<file path="src/rtl/mux8x1_dut_pkg.sv">
// Shared constants for the registered 8:1 mux tree.
// Also provides the helper that packs the three select pins into one index.
package mux8x1_dut_pkg;

    localparam int NUM_INPUTS = 8;
    localparam int NUM_LEAVES = 4;
    localparam int SEL_W      = 3;

    // s0 is the MSB and s2 is the LSB of the select index.
    function automatic logic [SEL_W-1:0] pack_sel(input logic s0, input logic s1, input logic s2);
        return {s0, s1, s2};
    endfunction

endpackage

</file>
<file path="src/rtl/mux8x1_dut_mux2x1.sv">
// Combinational 2:1 mux used as the leaf cell of the 8:1 tree.
// This cell holds no state.
module mux2x1 #(
    parameter int WIDTH = 1
) (
    input  logic [WIDTH-1:0] a,
    input  logic [WIDTH-1:0] b,
    input  logic             sel,
    output logic [WIDTH-1:0] o
);

    assign o = sel ? b : a;

endmodule

</file>
<file path="src/rtl/mux8x1_dut.sv">
// Three-level 2:1 mux tree with the intermediate levels exposed.
// Every level is registered at the outputs only, so all outputs share the same single-cycle latency.
module mux8x1_dut
    import mux8x1_dut_pkg::*;
#(
    parameter int WIDTH = 1
) (
    input  logic             clk,
    input  logic             rst_n,
    input  logic [WIDTH-1:0] i0,
    input  logic [WIDTH-1:0] i1,
    input  logic [WIDTH-1:0] i2,
    input  logic [WIDTH-1:0] i3,
    input  logic [WIDTH-1:0] i4,
    input  logic [WIDTH-1:0] i5,
    input  logic [WIDTH-1:0] i6,
    input  logic [WIDTH-1:0] i7,
    input  logic             s0,
    input  logic             s1,
    input  logic             s2,
    output logic [WIDTH-1:0] y0,
    output logic [WIDTH-1:0] y1,
    output logic [WIDTH-1:0] y2,
    output logic [WIDTH-1:0] y3,
    output logic [WIDTH-1:0] y4,
    output logic [WIDTH-1:0] y5,
    output logic [WIDTH-1:0] y
);

    logic [SEL_W-1:0] sel;
    logic [WIDTH-1:0] din  [NUM_INPUTS];
    logic [WIDTH-1:0] lvl1 [NUM_LEAVES];
    logic [WIDTH-1:0] lvl2_lo;
    logic [WIDTH-1:0] lvl2_hi;
    logic [WIDTH-1:0] lvl3;

    assign sel = pack_sel(s0, s1, s2);

    assign din[0] = i0;
    assign din[1] = i1;
    assign din[2] = i2;
    assign din[3] = i3;
    assign din[4] = i4;
    assign din[5] = i5;
    assign din[6] = i6;
    assign din[7] = i7;

    for (genvar g = 0; g < NUM_LEAVES; g++) begin : g_lvl1
        mux2x1 #(.WIDTH(WIDTH)) u_mux (
            .a   (din[2*g]),
            .b   (din[2*g+1]),
            .sel (sel[0]),
            .o   (lvl1[g])
        );
    end

    // Upper levels consume the combinational leaf results, not the output registers.
    mux2x1 #(.WIDTH(WIDTH)) u_lvl2_lo (
        .a   (lvl1[0]),
        .b   (lvl1[1]),
        .sel (sel[1]),
        .o   (lvl2_lo)
    );

    mux2x1 #(.WIDTH(WIDTH)) u_lvl2_hi (
        .a   (lvl1[2]),
        .b   (lvl1[3]),
        .sel (sel[1]),
        .o   (lvl2_hi)
    );

    mux2x1 #(.WIDTH(WIDTH)) u_lvl3 (
        .a   (lvl2_lo),
        .b   (lvl2_hi),
        .sel (sel[2]),
        .o   (lvl3)
    );

    always_ff @(posedge clk or negedge rst_n) begin
        if (!rst_n) begin
            y0 <= '0;
            y1 <= '0;
            y2 <= '0;
            y3 <= '0;
            y4 <= '0;
            y5 <= '0;
            y  <= '0;
        end else begin
            y0 <= lvl1[0];
            y1 <= lvl1[1];
            y2 <= lvl1[2];
            y3 <= lvl1[3];
            y4 <= lvl2_lo;
            y5 <= lvl2_hi;
            y  <= lvl3;
        end
    end

endmodule

</file>
<file path="config.mk">
export PLATFORM = sky130hd
export DESIGN_NAME = mux8x1_dut
export DESIGN_NICKNAME = d
export VERILOG_FILES = /design/src/rtl/mux8x1_dut_pkg.sv /design/src/rtl/mux8x1_dut_mux2x1.sv /design/src/rtl/mux8x1_dut.sv
export SDC_FILE = /design/constraint.sdc
export NUM_CORES = 1
export LEC_CHECK = 0
export BUFFER_PORTS_ARGS = -buffer_cell sky130_fd_sc_hd__buf_2
export CORE_AREA = 2 2 39 41
export CTS_CLUSTER_DIAMETER = 120
export DETAILED_ROUTE_END_ITERATION = 10
export DIE_AREA = 0 0 41 43
export PLACE_DENSITY = 0.55
export SLEW_MARGIN = 30
export SYNTH_ARGS = -nofsm -noshare
export SYNTH_HDL_FRONTEND = slang
export SYNTH_SLANG_ARGS = --single-unit
</file>
<file path="constraint.sdc">
create_clock -name clk -period 0.8 [get_ports clk]
set_input_delay 0.12 -clock clk [delete_from_list [all_inputs] [get_ports clk]]
set_output_delay 0.12 -clock clk [all_outputs]
set_load 0.005 [all_outputs]
</file>
==> results.toml <==
[outcome]
status = "finished with violations"
failed_checks = "setup timing"

[sta]
setup_total_negative_slack_ns = -0.213
period_minus_slack_ns = 0.830
slew-limit-headroom = 0.906
finalHoldViolations = 0
finalWorstSetupSlack_ns = -0.0295
max_clock_freq_mhz = 1210
finalSetupViolCount = 8
layout_worst_path_cycle_share = 1.04
worst_slew_pin_slew_ns = 0.140
grt_setup_unrepaired = "yes"
final-max-slew-violation-count = 0
hold_ws_ns = 0.153

[finish]
layout.nets = 63
layout_common_cells = "sky130_fd_sc_hd__buf_2 (17), sky130_fd_sc_hd__buf_4 (9), sky130_fd_sc_hd__dfrtp_1 (7), sky130_fd_sc_hd__mux2_2 (4), sky130_fd_sc_hd__clkbuf_4 (3)"
antenna_fix_cells = 0
post-route-cell-area_um2 = 568
area.growth.synth_to_final_pct = 66.3
drive_above_1_share = 0.776
finalNonFillerCells = 65
fill_cell_count = 138
most_common_library_cell_in_the_layout_ignoring_fill_and_taps = "sky130_fd_sc_hd__buf_2"

[pwr]
ir_drop_v = 0.000535
finalPower_w = 0.000890
power_density_nw_per_um2 = 1570
cellLeakagePower_nw = 0.282

[hold_path]
hold_depth = 2
holdPathEnd = "y0$_DFF_PN0_"
tightest_hold_check_type = "input port to flip-flop"
worst_hold_startpoint = "i1"

[yosys]
synth.area.mux_share = 0.473
synth_nets = 30
syn-mean-instance-area_um2 = 20.1
synth-warning-count = 0
synth_area_um2 = 342
ys_ff_latch = 7
cell_type_contributing_the_most_total_cell_area_after_synthesis = "sky130_fd_sc_hd__dfrtp_1"
post_synth_main_area_contributors = "sky130_fd_sc_hd__dfrtp_1 (51%), sky130_fd_sc_hd__mux4_1 (31%), sky130_fd_sc_hd__mux2_2 (16%)"
post-synth-top-area-fraction = 0.513
synthSimpleGateAreaFrac = 0
synthesis.instances = 17
synth_xor_area_frac = 0
yosys.area_share.adder = 0
synth_top_family_by_area = "multiplexers"
synth_area_in_compound_gates = 0
post_synth_num_cell_types = 4
synth-seq-area-share = 0.513

[grt]
antenna_found_initial = 0
grt_overflow = 0
grt_first_pass_wirelength_um = 1110
pin_count_of_the_biggest_net_entering_global_routing = 8
grt_use_total = 0.102
vias_in_the_first_global_route = 294

[setup_path]
worst_ep_arrival_time_ns = 0.71
crit_path_cell_trace = "buf_2"
worstSetupEndpointType = "primary output"
timing.critical_path.from_type = "flip-flop"
cp.buffers_inverters = 1
crit_path_max_incr_delay_ns = 0.35
timing.critical_path.slowest_stage_cell = "sky130_fd_sc_hd__dfrtp_1"
max_fanout_on_critical_path = 1
worst_ep_required_time_ns = 0.68
path_delay_family = "flip-flops"
crit_type = "flip-flop to primary output"

[floorplan]
start_util = 0.247
dieHeight_um = 43
ioPinCount = 20
core.rowCount = 14
die_x_um = 41
dieArea_um2 = 1760
core_area_um2 = 1380

[drt]
detail-route-antenna-nets = 0
dr.first_iter.drc_count = 0
route.detailed.vias_per_inst = 4.23
remaining_routing_drc_violations = 0
avgRoutedWirePerCell_um = 11.0
total_routed_wirelength_um = 716
drt_pre_antenna_iters = 1
dr_total_vias = 275

[run]
count_of_maximum_capacitance_violations = 0

[cts]
maximum_buffer_depth_of_the_clock_tree = 2
clock_tree.htree_level_count = 1
clkTransAtPathRegs_ns = 0.05
cts.sink_count = 7
tritoncts = "done"
cts_made_buffers = 3
ctsRootBufferMaster = "sky130_fd_sc_hd__clkbuf_4"

[placement]
placed_cell_area_um2 = 515
numPlacedInstances = 60
gp_congestion = 0.715
portBuffers = 19
[sequential cells by signal, summed over array words and instances (netlist names)]
register  count
y             1
y0            1
y1            1
y2            1
y3            1
y4            1
y5            1
[Yosys cell counts]
cell type and n:
sky130_fd_sc_hd__buf_2 1, sky130_fd_sc_hd__dfrtp_1 7, sky130_fd_sc_hd__mux2_2 5, sky130_fd_sc_hd__mux4_1 4
[worst max path at each step]
stage                       from           to  cells past startpoint
floorplan                     s1  y$_DFF_PN0_                      2
global placement              s1  y$_DFF_PN0_                      3
detailed placement            s1  y$_DFF_PN0_                      3
CTS                 y3$_DFF_PN0_           y3                      1
global route        y3$_DFF_PN0_           y3                      1
finish              y1$_DFF_PN0_           y1                      1
[stage by stage]
step / worst slack, ns / util
global route: -0.0731 / 0.410
CTS: -0.0469 / 0.406
detailed placement: -0.343 / 0.373
global placement: -0.317 / 0.373
finish: -0.0295 / 0.410
floorplan: -0.170 / -
[routing by layer]
layer | track usage | wire (µm) | part of all wire
met3 | 0.00524 | 93 | 0.13
met2 | 0.144 | 359 | 0.50
met1 | 0.108 | 241 | 0.34
met5 | 0 | 0 | 0
met4 | 0.140 | 22 | 0.031
[power by group]
group          internal, W  switching [W]
Clock             0.000189       0.000108
Sequential        0.000387     0.00000586
Combinational     0.000134      0.0000663
[timing repair]
item | 4_1_cts | 5_1_grt
hold buffers | 1 | 0
resized for setup | 3 | 1
hold endpoints to repair | 7 | 0
setup buffers | 0 | 0
endpoints found under the setup margin | 8 | 8
[logic make-up (layout without fill, tap and decap cells)]
logic type             count (synthesis)  count (layout)
multiplexers                           9               9
buffers and inverters                  1              33
flip-flops                             7               7
[cell type report]
| class | count | area (µm²) | share of cell area |
|---|---|---|---|
| Clock buffer | 4 | 26.3 | 0.0463 |
| Sequential cell | 7 | 175 | 0.308 |
| Multi-Input combinational cell | 9 | 158 | 0.278 |
| Tap cell | 16 | 20.0 | 0.0352 |
| Timing Repair Buffer | 29 | 189 | 0.333 |
No activity file was read; power rests on OpenSTA's default activity.
